### src/rtl/pipe_pkg.sv
// Shared types for the reusable pipeline-stage register.
// Occupancy encoding doubles as the FSM state.
package pipe_pkg;

  typedef enum logic [1:0] {
    EMPTY = 2'd0,
    ONE   = 2'd1,
    TWO   = 2'd2
  } pipe_occ_t;

  localparam int PIPE_CNT_W_DEFAULT = 16;

endpackage

### src/rtl/sat_counter.sv
// Saturating up-counter for stage performance monitoring.
// Sticks at all-ones instead of wrapping.
module sat_counter #(
  parameter int W = 16
) (
  input  logic         CLK,
  input  logic         nRST,
  input  logic         inc,
  output logic [W-1:0] count
);

  logic [W-1:0] count_q;
  logic [W-1:0] count_d;

  // next count: step by one unless already saturated
  always_comb begin
    count_d = count_q;
    if (inc && (count_q != {W{1'b1}}))
      count_d = count_q + {{(W-1){1'b0}}, 1'b1};
  end

  // count register
  always_ff @(posedge CLK or negedge nRST) begin
    if (!nRST) count_q <= '0;
    else       count_q <= count_d;
  end

  assign count = count_q;

endmodule

### src/rtl/pipe_stage_skid.sv
// Pipeline-stage register with 2-entry skid buffer.
// Ready depends only on stored state and hold.
module pipe_stage_skid
  import pipe_pkg::*;
#(
  parameter int DATA_W = 64,
  parameter int CTRL_W = 16,
  parameter int CNT_W  = PIPE_CNT_W_DEFAULT
) (
  input  logic              CLK,
  input  logic              nRST,
  input  logic              in_valid,
  output logic              in_ready,
  input  logic [DATA_W-1:0] in_data,
  input  logic [CTRL_W-1:0] in_ctrl,
  output logic              out_valid,
  input  logic              out_ready,
  output logic [DATA_W-1:0] out_data,
  output logic [CTRL_W-1:0] out_ctrl,
  input  logic              flush,
  input  logic              hold,
  output logic [1:0]        occupancy,
  output logic [CNT_W-1:0]  stall_cnt,
  output logic [CNT_W-1:0]  flush_cnt
);

  pipe_occ_t         state_q, state_d;
  logic [DATA_W-1:0] main_data_q, main_data_d;
  logic [CTRL_W-1:0] main_ctrl_q, main_ctrl_d;
  logic [DATA_W-1:0] skid_data_q, skid_data_d;
  logic [CTRL_W-1:0] skid_ctrl_q, skid_ctrl_d;

  logic accept;
  logic issue;
  logic stall_inc;
  logic flush_inc;

  assign in_ready  = (state_q != TWO) && !hold;
  assign out_valid = (state_q != EMPTY) && !hold;
  assign out_data  = main_data_q;
  assign out_ctrl  = out_valid ? main_ctrl_q : '0;
  assign occupancy = state_q;

  assign accept = in_valid && in_ready;
  assign issue  = out_valid && out_ready;

  assign stall_inc = (state_q != EMPTY) && !flush &&
                     (hold || !out_ready);
  assign flush_inc = flush && (state_q != EMPTY);

  // next state and entry contents; flush overrides everything
  always_comb begin
    state_d     = state_q;
    main_data_d = main_data_q;
    main_ctrl_d = main_ctrl_q;
    skid_data_d = skid_data_q;
    skid_ctrl_d = skid_ctrl_q;
    if (flush) begin
      state_d     = EMPTY;
      main_ctrl_d = '0;
      skid_ctrl_d = '0;
    end else begin
      unique case (state_q)
        EMPTY: begin
          if (accept) begin
            state_d     = ONE;
            main_data_d = in_data;
            main_ctrl_d = in_ctrl;
          end
        end
        ONE: begin
          unique case (1'b1)
            accept && issue: begin
              main_data_d = in_data;
              main_ctrl_d = in_ctrl;
            end
            accept && !issue: begin
              state_d     = TWO;
              skid_data_d = in_data;
              skid_ctrl_d = in_ctrl;
            end
            !accept && issue: begin
              state_d = EMPTY;
            end
            default: ;
          endcase
        end
        TWO: begin
          if (issue) begin
            state_d     = ONE;
            main_data_d = skid_data_q;
            main_ctrl_d = skid_ctrl_q;
          end
        end
        default: state_d = EMPTY;
      endcase
    end
  end

  // stage state and entry registers
  always_ff @(posedge CLK or negedge nRST) begin
    if (!nRST) begin
      state_q     <= EMPTY;
      main_data_q <= '0;
      main_ctrl_q <= '0;
      skid_data_q <= '0;
      skid_ctrl_q <= '0;
    end else begin
      state_q     <= state_d;
      main_data_q <= main_data_d;
      main_ctrl_q <= main_ctrl_d;
      skid_data_q <= skid_data_d;
      skid_ctrl_q <= skid_ctrl_d;
    end
  end

  sat_counter #(.W(CNT_W)) u_stall_cnt (
    .CLK   (CLK),
    .nRST  (nRST),
    .inc   (stall_inc),
    .count (stall_cnt)
  );

  sat_counter #(.W(CNT_W)) u_flush_cnt (
    .CLK   (CLK),
    .nRST  (nRST),
    .inc   (flush_inc),
    .count (flush_cnt)
  );

endmodule
### config.mk
export PLATFORM = sky130hd
export DESIGN_NAME = pipe_stage_skid
export DESIGN_NICKNAME = d
export VERILOG_FILES = /design/src/rtl/pipe_pkg.sv /design/src/rtl/sat_counter.sv /design/src/rtl/pipe_stage_skid.sv
export SDC_FILE = /design/constraint.sdc
export NUM_CORES = 1
export LEC_CHECK = 0
export ABC_AREA = 1
export BUFFER_PORTS_ARGS = -buffer_cell sky130_fd_sc_hd__buf_4
export CORE_AREA = 2 2 154 156
export DETAILED_ROUTE_END_ITERATION = 10
export DIE_AREA = 0 0 156 158
export SETUP_SLACK_MARGIN = 0.5
export SLEW_MARGIN = 20
export SYNTH_ARGS = -nofsm -noshare
export SYNTH_HDL_FRONTEND = slang
export SYNTH_SLANG_ARGS = --single-unit
### constraint.sdc
create_clock -name CLK -period 3.5 [get_ports CLK]
set_input_delay 0.175 -clock CLK [delete_from_list [all_inputs] [get_ports CLK]]
set_output_delay 0.175 -clock CLK [all_outputs]
set_load 0.1 [all_outputs]
==> results of run 1 <==
==> per-stage QoR <==
stage,instance area [um2],setup slack [ns],cells
after floorplan,9864,0.5374,1225
after global placement,11310,1.082,1655
after detailed placement,11310,0.9904,1655
after CTS,12250,0.9765,1724
after global routing,12250,0.7642,1724
final,12250,1.021,1724
==> logic make-up after synthesis <==
logic type | after synthesis | synth area share, %
AO/OA/AOI/OAI | 166 | 9.129
AND/OR/NAND/NOR | 657 | 28.84
buffers and inverters | 184 | 9.899
XOR/XNOR | 18 | 1.616
adder cells (fa/ha/maj) | 6 | 0.7693
flip-flops | 194 | 49.75
==> metal layers <==
layer / track usage, % / wire length, um / share of wire, %
met1: 30.45 / 12230 / 48
met2: 33.88 / 11640 / 46
met3: 2.929 / 1338 / 5.2
met4: 5.461 / 304 / 1.2
met5: 0 / 0 / 0
==> final cells by class <==
class	instances	area [um2]	share of cell area (%)
Sequential cell	194	4862	39.68
Multi-Input combinational cell	847	4063	33.16
Timing Repair Buffer	249	1968	16.06
Clock buffer	19	452.9	3.697
Inverter	112	420.4	3.431
Tap cell	290	362.8	2.961
Clock inverter	13	123.9	1.011
==> path summary, 6_finish.rpt <==
check / startpoint / end / cells past startpoint
hold reg to reg: main_ctrl_q[2]$_DFFE_PN0P_ / main_ctrl_q[2]$_DFFE_PN0P_ / 2
min in group asynchronous: nRST / u_flush_cnt.count[0]$_DFFE_PN0P_ / 2
setup reg to reg: occupancy[0]$_DFFE_PN0P_ / skid_data_q[42]$_DFFE_PN0P_ / 8
setup / recovery: occupancy[0]$_DFFE_PN0P_ / skid_data_q[42]$_DFFE_PN0P_ / 8
hold / removal: in_data[6] / skid_data_q[6]$_DFFE_PN0P_ / 3
max in group asynchronous: nRST / skid_data_q[30]$_DFFE_PN0P_ / 3
==> timing repair <==
action | 4_1_cts | 5_1_grt
hold buffers | 37 | 0
setup endpoints to repair | 0 | 0
endpoints found under the hold margin | 134 | 0
==> power by group through the flow <==
| stage | Combinational (mW) | Sequential, mW | Clock [mW] |
|---|---|---|---|
| after floorplan | 1.99 | 6.62 | 0 |
| after global routing | 6.56 | 3.78 | 2.08 |
| after detailed placement | 6.17 | 3.70 | 0 |
| after CTS | 6.21 | 3.66 | 1.99 |
| after global placement | 6.11 | 3.69 | 0 |
| final | 6.17 | 3.66 | 1.94 |
==> placed cells by master (no fill, tap or decap), types with 2 or more instances in the layout <==
cell type	n
nand2_1	437
buf_4	211
dfrtp_1	192
inv_1	106
o21ai_0	98
nand4_1	89
nor2_1	60
o21ai_1	51
dlygate4sd3_1	37
nand3_1	34
clkbuf_16	17
xnor2_1	15
nor2_4	13
o21ai_2	10
nor2_2	8
nand2_2	8
inv_2	6
ha_1	5
inv_6	5
nand3_4	3
xor2_1	3
clkbuf_8	3
clkinv_2	3
a21oi_1	2
a211oi_1	2
clkinvlp_4	2
dfrtp_4	2
==> registers in the layout, summed over array words and instances (netlist names) <==
register,count
u_stall_cnt.count,16
occupancy,2
out_data,64
skid_ctrl_q,16
u_flush_cnt.count,16
skid_data_q,64
main_ctrl_q,16
==> worst reg2reg max path, stage by stage, from the launching register on <==
cell     delay, ns
dfrtp_4       0.43
inv_1         0.09
ha_4          0.26
nor2_2        0.16
nand2_2       0.10
nor2_4        0.17
nand3_4       0.26
inv_2         0.66
o21ai_0       0.19
==> parameters.txt, run 1 <==
Parameter                              Value

Route
  Total via count after detailed routing ... 8596
  Per-cell routed wire length ... 14.80 um
  Drt pass-1 iters ... 5
  Antenna violation net count after detailed routing ... 0
  WL final ... about 26000 um
  Number of DRC violations after detailed routing ... 0
  Average vias per placed instance ... 4.986
  DRC marker count from the first detailed-route iteration ... ~490

Cells and area
  Fill cell count ... between 2000 and 2500
  Share of layout cells above drive strength 1 ... 20.78%
  Diode count ... 0
  Area growth from synthesis to layout ... 25.57%
  Final layout net count ... between 1500 and 2000
  Post-route core utilization ... 53.15%

Floorplanning
  Floorplan die width ... 156 um
  Initial cell density of the core ... 42.33%
  IO Pins ... about 200
  Vertical extent of the die ... 158 um
  Number of standard-cell rows in the floorplan ... 56
  Full die area ... about 25000 um2
  Core box area ... 23050 um2

STA
  Final critical-path required period ... 2.479 ns
  Maximum clock rate ... roughly 400 MHz
  Period utilization ... 70.84%
  Number of hold violations in the final report ... 0
  Final worst hold slack ... 0.009654 ns
  Unrepaired setup endpoints after global routing ... no
  Relative slew margins ... 42.30%
  Setup TNS ... 0 ns
  Final slew viol count ... 0
  Transition time at the pin with the least slew margin ... 0.8655 ns
  Final setup skew ... 0.01816 ns
  Setup violation total in the final timing report ... 0

Outcome
  Result of the run ... complete, no violations

CTS
  Number of levels in the clock H-tree ... 4
  CTS sink count ... 194
  Clock latency reported for the late side of the worst-skew pair ... 0.43 ns
  CTS tree ... done
  Number of buffers between clock root and the deepest sink ... 2
  CTS Buf Count ... 17
  Clock transition at path regs ... 0.08 ns
  # resized after CTS ... 0
  Number of buffers added for setup after CTS ... 0
  Cell chosen for the clock root ... clkbuf_16

Flow run
  Maximum capacitance violations ... 0

Worst setup path
  Cell-by-cell listing of the critical path ... inv_1, ha_4, nor2_2, nand2_2, nor2_4, nand3_4, inv_2, o21ai_0
  Critical path startpoint category ... register
  Crit-path leading delay family ... buffers and inverters
  Category of the critical setup timing path ... reg -> reg
  Data required time at the worst endpoint ... 3.77 ns
  Critical-path maximum fanout ... 44
  Maximum cell stage delay along the critical path ... between 0.6 and 0.7 ns
  Data arrival at the endpoint of the critical path ... 2.74 ns
  Critical path buffer and inverter count ... 2
  CP endpoint kind ... register
  Critical-path top delay cell ... inv_2
  Minimum setup slack among reg-to-reg paths ... 1.02 ns

Synthesis
  Fraction of synthesized cell area taken by the top area cell type ... 49.75%
  Leading area contributor after synthesis ... dfrtp_1
  Combined area of all synthesized cells ... between 9000 and 10000 um2
  Synth Area per Inst ... 7.966 um2
  Synthesized net count ... 1317
  Most common cell in the netlist ... nand2_1
  Post-synthesis sequential area ratio ... between 40% and 50%
  Count of yosys warnings during synthesis ... 0
  Library cells used by synthesis ... 33
  Leading register cell type out of synthesis ... dfrtp_1
  Largest cells by area after synthesis ... dfrtp_1 (50%), nand2_1 (17%), nand4_1 (5.7%)
  Share of flip-flops with an asynchronous set or reset after synthesis ... between 90% and 100%
  Post-synth EDFFs ... 0
  Count of state elements after synthesis ... 194
  Commonest cells in the synthesized netlist ... nand2_1 (437), dfrtp_1 (194), inv_1 (106)
  Cell count after synthesis ... 1225

GRT
  Wire length of the first global-routing pass ... 41720 um
  Initial antenna violation count ... 0
  Largest net degree at the start of global routing ... between 100 and 150
  Overflow left after global routing ... 0
  Global-route usage over all layers ... 21.18%
  Number of global-route vias before repair ... 8001

Placed design
  Routability congestion estimate from global placement ... 0.8124
  HPWL after detailed placement ... roughly 17000 um
  Count of input and output buffers ... around 200

Power and ir drop
  Leakage dissipation ... 6.200 nW
  Peak ir drop on the vdd network ... about 780 uV
  Power density over cell area ... 960.4 nW/um2
  Clock power frac ... between 15 and 20%
  Design Power ... 11.77 mW
  Gate power share ... 52.4%
  Proportion of power drawn by flip-flops and latches ... 31.1%
  Pint ... approximately 5.4 mW
  Switching power share of the total ... 53.81%
  Net Switching ... 6.332 mW

Min path
  Type of the tightest min-delay check ... in -> reg
No activity file was read; power rests on OpenSTA's default activity.
==> run 2, diff against run 1 <==
==> constraint.sdc (replaced) <==
create_clock -name CLK -period 2.5 [get_ports CLK]
set_input_delay 0.125 -clock CLK [delete_from_list [all_inputs] [get_ports CLK]]
set_output_delay 0.125 -clock CLK [all_outputs]
set_load 0.1 [all_outputs]
==> parameters.txt, run 2 (synthesis results as in run 1) <==
Parameter                              Value

Route
  DRC marker count from the first detailed-route iteration ... 578 (was 487)
  Drt pass-1 iters ... 6 (was 5)
  WL final ... 25160 um (was 25520 um)
  Per-cell routed wire length ... 14.20 um (was 14.80 um)
  Antenna violation net count after detailed routing ... 0 (unchanged)
  Number of DRC violations after detailed routing ... 0 (unchanged)
  Average vias per placed instance ... 4.931 (was 4.986)
  Total via count after detailed routing ... 8738 (was 8596)

Worst setup path
  Crit-path leading delay family ... flip-flops (was buffers and inverters)
  Maximum cell stage delay along the critical path ... 0.46 ns (was 0.65 ns)
  Critical-path top delay cell ... dfrtp_4 (was inv_2)
  Category of the critical setup timing path ... reg -> out (was reg -> reg)
  Critical-path maximum fanout ... 16 (was 44)
  Reg2Reg Capture Point ... out_data[48]$_DFFE_PN0P_ (was skid_data_q[42]$_DFFE_PN0P_)
  Critical path destination ... out_ctrl[10] (was skid_data_q[42]$_DFFE_PN0P_)
  Critical path startpoint category ... register (unchanged)
  Depth of the critical timing path with buffers and inverters included ... 6 (was 8)
  Worst setup path startpoint ... occupancy[1]$_DFFE_PN0P_ (was occupancy[0]$_DFFE_PN0P_)
  Critical path buffer and inverter count ... 3 (was 2)
  FF-to-FF path depth ... 9 (was 8)
  Crit-path most repeated cell ... nor2_4
  Data arrival at the endpoint of the critical path ... 1.78 ns (was 2.74 ns)
  Cell-by-cell listing of the critical path ... inv_4, ha_4, nor2_4, inv_6, nor2_4, buf_6 (was inv_1, ha_4, nor2_2, nand2_2, nor2_4, nand3_4, inv_2, o21ai_0)
  CP endpoint kind ... primary output (was register)
  Data required time at the worst endpoint ... 2.38 ns (was 3.77 ns)
  Beginning of the worst register-to-register path ... occupancy[1]$_DFFE_PN0P_ (was occupancy[0]$_DFFE_PN0P_)
  Minimum setup slack among reg-to-reg paths ... 0.68 ns (was 1.02 ns)

CTS
  Clock latency reported for the late side of the worst-skew pair ... 0.43 ns (about the same)
  Number of buffers between clock root and the deepest sink ... 2 (unchanged)
  Clock transition at path regs ... 0.07 ns (was 0.08 ns)
  Number of levels in the clock H-tree ... 4 (unchanged)
  CTS sink count ... 194 (unchanged)
  CTS Buf Count ... 17 (unchanged)
  CTS tree ... done (unchanged)
  Cell chosen for the clock root ... clkbuf_16 (unchanged)

Placed design
  Count of input and output buffers ... 201 (unchanged)
  Post-Place Cells ... 1657 (was 1655)
  Routability congestion estimate from global placement ... 0.8066 (was 0.8124)
  Pre-CTS setup slack ... 0.5513 ns (was 0.9904 ns)
  HPWL after detailed placement ... 16070 um (was 16570 um)

Floorplanning
  Initial cell density of the core ... 42.33% (unchanged)
  Core box area ... 23050 um2 (unchanged)
  Full die area ... 24650 um2 (unchanged)
  Number of standard-cell rows in the floorplan ... 56 (unchanged)
  Floorplan die width ... 156 um (unchanged)
  IO Pins ... 202 (unchanged)
  Vertical extent of the die ... 158 um (unchanged)

Power and ir drop
  Power density over cell area ... 1291 nW/um2 (was 960.4 nW/um2)
  Leakage dissipation ... 6.443 nW (was 6.200 nW)
  Proportion of power drawn by flip-flops and latches ... 30.7% (was 31.1%)
  Pint ... 7.783 mW (was 5.435 mW)
  Clock power frac ... 16.3% (was 16.5%)
  Net Switching ... 8.970 mW (was 6.332 mW)
  Switching power share of the total ... 53.54% (was 53.81%)
  Gate power share ... 52.9% (was 52.4%)
  Peak ir drop on the vdd network ... 1076 uV (was 783.1 uV)
  Design Power ... 16.75 mW (was 11.77 mW)

STA
  Setup violation total in the final timing report ... 0 (unchanged)
  Final critical-path required period ... 1.901 ns
  Period utilization ... roughly three quarters
  Maximum clock rate ... between 500 and 600 MHz
  Transition time at the pin with the least slew margin ... 0.6627 ns (was 0.8655 ns)
  Number of hold violations in the final report ... 0 (unchanged)
  Relative slew margins ... 55.76% (was 42.30%)
  Setup TNS ... 0 ns (unchanged)
  Final slew viol count ... 0 (unchanged)
  Unrepaired setup endpoints after global routing ... yes (was no)
  Final setup skew ... 0.01079 ns (was 0.01816 ns)
  Least setup slack across all paths after layout ... 0.5993 ns (was 1.021 ns)

Outcome
  Result of the run ... complete, no violations (unchanged)

Cells and area
  Area growth from synthesis to layout ... 32.95% (was 25.57%)
  Share of layout cells above drive strength 1 ... 21.59% (was 20.78%)
  Most common cell after layout, fill and taps aside ... nand2_1 (unchanged)
  Fill cell count ... 2146 (was 2238)
  Final layout net count ... 1561 (was 1513)
  Commonest cells after routing, fill and taps aside ... nand2_1 (436), buf_4 (192), dfrtp_1 (180), inv_1 (103), o21ai_0 (98) (was nand2_1 (437), buf_4 (211), dfrtp_1 (192), inv_1 (106), o21ai_0 (98))
  Diode count ... 0 (unchanged)
  Final Instance Count excl. Fillers ... 1772 (was 1724)

GRT
  Overflow left after global routing ... 0 (unchanged)
  Initial antenna violation count ... 0 (unchanged)
  Wire length of the first global-routing pass ... 40900 um (was 41720 um)
  Global-route usage over all layers ... 20.78% (was 21.18%)
  Largest net degree at the start of global routing ... 78 (was 103)
  Number of global-route vias before repair ... 7999 (was 8001)

Flow run
  Maximum capacitance violations ... 0 (unchanged)

Min path
  Worst hold path cell count ... 4 (was 3)
  Type of the tightest min-delay check ... in -> reg (unchanged)
[run 2: cell count changes in the layout (fill, tap and decap cells not counted), sizes merged]
cell and change:
dlygate4sd3 +44, clkbuf -1, buf +4, clkinv -1, inv +2
[run 2: repair_timing]
item / CTS / global route
hold buffers: 81 / 0
gates resized for setup: 0 / 21
endpoints found under the setup margin: 0 / 83
endpoints found under the hold margin: 146 / 0
buffers inserted: 0 / 2
[run 2: layout make-up]
class	instances	area, um2	share of cell area (%)
tap	290	362.8	2.797
sequential	194	4877	37.59
timing repair buffer	297	2577	19.87
inverter	112	437.9	3.375
multi-input combinational	847	4138	31.89
clock buffer	18	439.2	3.385
clock inverter	14	141.4	1.090
[run 2: power groups by stage]
stage / logic [mW] / clock network [mW] / registers (mW)
after global routing: 9.42 / 2.95 / 5.30
after CTS: 8.86 / 2.81 / 5.15
after global placement: 8.68 / 0 / 5.18
final: 8.87 / 2.74 / 5.15
after floorplan: 2.88 / 0 / 9.29
after detailed placement: 8.76 / 0 / 5.19
[run 2: routing by layer]
| metal | track usage (%) | wire length, um | vias up |
|---|---|---|---|
| li1 | - | - | 4430 |
| met3 | 3.340 | 1163 | 32 |
| met4 | 5.898 | 369 | 0 |
| met5 | 0 | 0 | - |
| met2 | 32.74 | 11540 | 205 |
| met1 | 29.80 | 12090 | 4071 |
[run 2: worst register-to-register path: stages, from the launching register on]
cell	delay, ns
dfrtp_4	0.52
ha_4	0.20
nor2_4	0.09
nand2_2	0.10
inv_1	0.08
nand2_2	0.08
nand2_4	0.10
buf_12	0.32
nand4_1	0.17
nand2_1	0.10
[run 2: how the worst min path moves through the flow]
stage	from	end	slack (ns)
floorplan	nRST	main_ctrl_q[0]$_DFFE_PN0P_	-0.17
global placement	nRST	u_flush_cnt.count[2]$_DFFE_PN0P_	0.18
detailed placement	nRST	u_flush_cnt.count[2]$_DFFE_PN0P_	0.18
CTS	flush	occupancy[0]$_DFFE_PN0P_	0.04
global route	flush	occupancy[0]$_DFFE_PN0P_	0.05
finish	flush	occupancy[0]$_DFFE_PN0P_	0.05
[run 2: metrics by stage]
stage / util (%) / cell area, um2 / hold slack [ns]
after floorplan: - / 10010 / -0.1706
after global placement: 49.85 / 11490 / 0.1801
after detailed placement: 49.85 / 11490 / 0.1771
after CTS: 55.88 / 12880 / 0.03718
after global routing: 56.28 / 12970 / 0.05411
final: 56.28 / 12970 / 0.04545
==> run 3, diff against run 2 <==
--- a/config.mk
+++ b/config.mk
@@ -10,6 +10,7 @@
 export CORE_AREA = 2 2 154 156
 export DETAILED_ROUTE_END_ITERATION = 10
 export DIE_AREA = 0 0 156 158
+export PLACE_DENSITY = 0.67
 export SETUP_SLACK_MARGIN = 0.5
 export SLEW_MARGIN = 20
 export SYNTH_ARGS = -nofsm -noshare
==> constraint.sdc (replaced) <==
create_clock -name CLK -period 1.72 [get_ports CLK]
set_input_delay 0.086 -clock CLK [delete_from_list [all_inputs] [get_ports CLK]]
set_output_delay 0.086 -clock CLK [all_outputs]
set_load 0.1 [all_outputs]
==> parameters.txt, run 3 (synthesis results as in run 1) <==
Parameter                              Value

Outcome
  Result of the run ... complete, but fails checks (was complete, no violations)
  Violated checks ... hold timing, setup timing

Cells and area
  Diode count ... 0 (unchanged)
  Area growth from synthesis to layout ... 73.59% (was 32.95%)
  Most common cell after layout, fill and taps aside ... nand2_1 (unchanged)
  Post-route core utilization ... 73.48% (was 56.28%)
  Commonest cells after routing, fill and taps aside ... nand2_1 (319), dfrtp_1 (152), buf_4 (132), inv_1 (98), nand4_1 (89) (was nand2_1 (436), buf_4 (192), dfrtp_1 (180), inv_1 (103), o21ai_0 (98))
  Final Cell Area ... 16940 um2 (was 12970 um2)
  Share of layout cells above drive strength 1 ... 40.25% (was 21.59%)
  Final layout net count ... 1689 (was 1561)

GRT
  Largest net degree at the start of global routing ... 56 (was 78)
  Wire length of the first global-routing pass ... 51720 um (was 40900 um)
  Number of global-route vias before repair ... 9501 (was 7999)
  Overflow left after global routing ... 0 (unchanged)
  Global-route usage over all layers ... 27.33% (was 20.78%)
  Initial antenna violation count ... 0 (unchanged)

Power and ir drop
  Switching power share of the total ... 51.43% (was 53.54%)
  Net Switching ... 15.77 mW (was 8.970 mW)
  Pint ... 14.89 mW (was 7.783 mW)
  Proportion of power drawn by flip-flops and latches ... 26.8% (was 30.7%)
  Leakage dissipation ... 7.974 nW (was 6.443 nW)
  Peak ir drop on the vdd network ... 1612 uV (was 1076 uV)
  Power density over cell area ... 1810 nW/um2 (was 1291 nW/um2)
  Clock power frac ... 13.8% (was 16.3%)
  Gate power share ... 59.4% (was 52.9%)

Worst setup path
  Data arrival at the endpoint of the critical path ... 2.36 ns (was 1.78 ns)
  Beginning of the worst register-to-register path ... occupancy[1]$_DFFE_PN0P_ (unchanged)
  Critical path startpoint category ... register (unchanged)
  Data required time at the worst endpoint ... 2.11 ns (was 2.38 ns)
  CP endpoint kind ... register (was primary output)
  Minimum setup slack among reg-to-reg paths ... -0.25 ns (was 0.68 ns)
  Reg2Reg Capture Point ... out_data[56]$_DFFE_PN0P_ (was out_data[48]$_DFFE_PN0P_)
  Critical-path maximum fanout ... 16 (unchanged)
  FF-to-FF path depth ... 8 (was 9)
  Category of the critical setup timing path ... reg -> reg (was reg -> out)

STA
  Maximum clock rate ... between 500 and 600 MHz
  Final slew viol count ... 0 (unchanged)
  Final worst hold slack ... -0.00005324 ns (was 0.04545 ns)
  Transition time at the pin with the least slew margin ... 0.5143 ns (was 0.6627 ns)
  Final setup skew ... 0.01395 ns (was 0.01079 ns)
  Number of hold violations in the final report ... 1 (was 0)
  Final critical-path required period ... 1.968 ns
  Period utilization ... 114.4%
  Unrepaired setup endpoints after global routing ... yes (unchanged)
  Relative slew margins ... 65.71% (was 55.76%)
  Least setup slack across all paths after layout ... -0.2479 ns (was 0.5993 ns)
  Setup violation total in the final timing report ... 185 (was 0)

CTS
  Clock transition at path regs ... 0.09 ns (was 0.07 ns)
  Number of buffers between clock root and the deepest sink ... 2 (unchanged)
  Cell chosen for the clock root ... clkbuf_16 (unchanged)
  CTS Buf Count ... 17 (unchanged)
  CTS tree ... done (unchanged)
  Number of levels in the clock H-tree ... 4 (unchanged)
  Clock latency reported for the late side of the worst-skew pair ... 0.45 ns (was 0.43 ns)
  CTS sink count ... 194 (unchanged)

Route
  Total via count after detailed routing ... 10400 (was 8738)
  Antenna violation net count after detailed routing ... 0 (unchanged)
  DRC marker count from the first detailed-route iteration ... 833 (was 578)
  WL final ... 37670 um (was 25160 um)
  Drt pass-1 iters ... 5 (was 6)
  Number of DRC violations after detailed routing ... 0 (unchanged)
  Per-cell routed wire length ... 19.83 um (was 14.20 um)
  Average vias per placed instance ... 5.473 (was 4.931)

Placed design
  Count of input and output buffers ... 201 (unchanged)
  HPWL after detailed placement ... 17140 um (was 16070 um)
  DP Area ... 11930 um2 (was 11490 um2)
  Routability congestion estimate from global placement ... 0.8536 (was 0.8066)

Floorplanning
  Core box area ... 23050 um2 (unchanged)
  Full die area ... 24650 um2 (unchanged)
  Initial cell density of the core ... 42.33% (unchanged)
  Number of standard-cell rows in the floorplan ... 56 (unchanged)
  Floorplan die width ... 156 um (unchanged)
  Vertical extent of the die ... 158 um (unchanged)
  IO Pins ... 202 (unchanged)

Min path
  Hold-critical path endpoint ... occupancy[0]$_DFFE_PN0P_ (unchanged)
  Worst hold path cell count ... 4 (unchanged)
  Startpoint of the lowest-slack hold path ... flush (unchanged)
  Type of the tightest min-delay check ... in -> reg (unchanged)

Flow run
  Maximum capacitance violations ... 0 (unchanged)
[run 3: cell types whose count changed in the layout (fill, tap and decap cells not counted), moves of 27 or more]
cell	previous run	this run
nand2_1	436	319
nand2_2	6	73
buf_4	192	132
buf_12	6	65
buf_6	17	72
nand2_4	3	52
o21ai_2	10	43
dfrtp_1	180	152
buf_16	0	27
[run 3: worst max path at each step]
stage,startpoint,to,slack [ns],cells after the start
after CTS,occupancy[1]$_DFFE_PN0P_,skid_ctrl_q[5]$_DFFE_PN0P_,-0.13,9
after detailed placement,occupancy[1]$_DFFE_PN0P_,out_data[56]$_DFFE_PN0P_,-0.07,9
final,occupancy[1]$_DFFE_PN0P_,out_data[56]$_DFFE_PN0P_,-0.25,8
after global routing,occupancy[1]$_DFFE_PN0P_,out_data[9]$_DFFE_PN0P_,-0.29,10
after floorplan,occupancy[1]$_DFFE_PN0P_,out_ctrl[10],-0.66,6
after global placement,occupancy[0]$_DFFE_PN0P_,out_data[43]$_DFFE_PN0P_,-0.02,8
[run 3: repair_timing]
item,in CTS,in global routing
endpoints found under the setup margin,264,280
resized for setup,264,278
pin swaps,9,23
buffers inserted,30,23
endpoints found under the hold margin,129,0
gates cloned,35,15
hold buffers,81,0
[run 3: per-layer routing]
metal	vias to the layer above	share of wire (%)	global-route usage [%]
met5	-	0	0
met4	0	4.4	9.742
met3	116	6.7	4.134
met2	521	51	46.52
met1	5028	38	35.63
li1	4733	-	-
[run 3: power by group through the flow]
stage,clock network [mW],logic [mW],registers [mW]
floorplan,0,4.22,13.6
CTS,4.23,16.1,7.70
finish,4.23,18.2,8.21
detailed placement,0,13.0,7.62
global route,4.42,18.9,8.37
global placement,0,12.8,7.61
[run 3: area by class of cell]
cell class | instances | area, um2
clock buffers | 17 | 425.4
clock inverters | 15 | 198.9
fillers | 1491 | 6113
inverters | 112 | 465.4
multi-input cells | 852 | 5055
flip-flops and latches | 194 | 4945
well taps | 290 | 362.8
repair buffers | 418 | 5459
repair inverters | 2 | 27.53
[run 3: through the flow]
step	setup slack, ns	TNS [ns]	std cells	total power [mW]
3_5_place_dp	-0.06976	-3.048	1684	20.63
4_1_cts	-0.1299	-12.98	1862	28.00
5_1_grt	-0.2882	-35.44	1900	31.72
6_report	-0.2479	-22.02	1900	30.65
2_1_floorplan	-0.6644	-108.27	1225	17.80
3_3_place_gp	-0.02271	-0.1450	1684	20.45
[run 3: worst max-delay path: stages (launching register included)]
cell,delay (ns)
dfrtp_4,0.52
ha_4,0.19
buf_4,0.14
buf_12,0.13
buf_4,0.15
bufbuf_16,0.29
o21ai_0,0.20
nand4_1,0.18
nand2_1,0.11
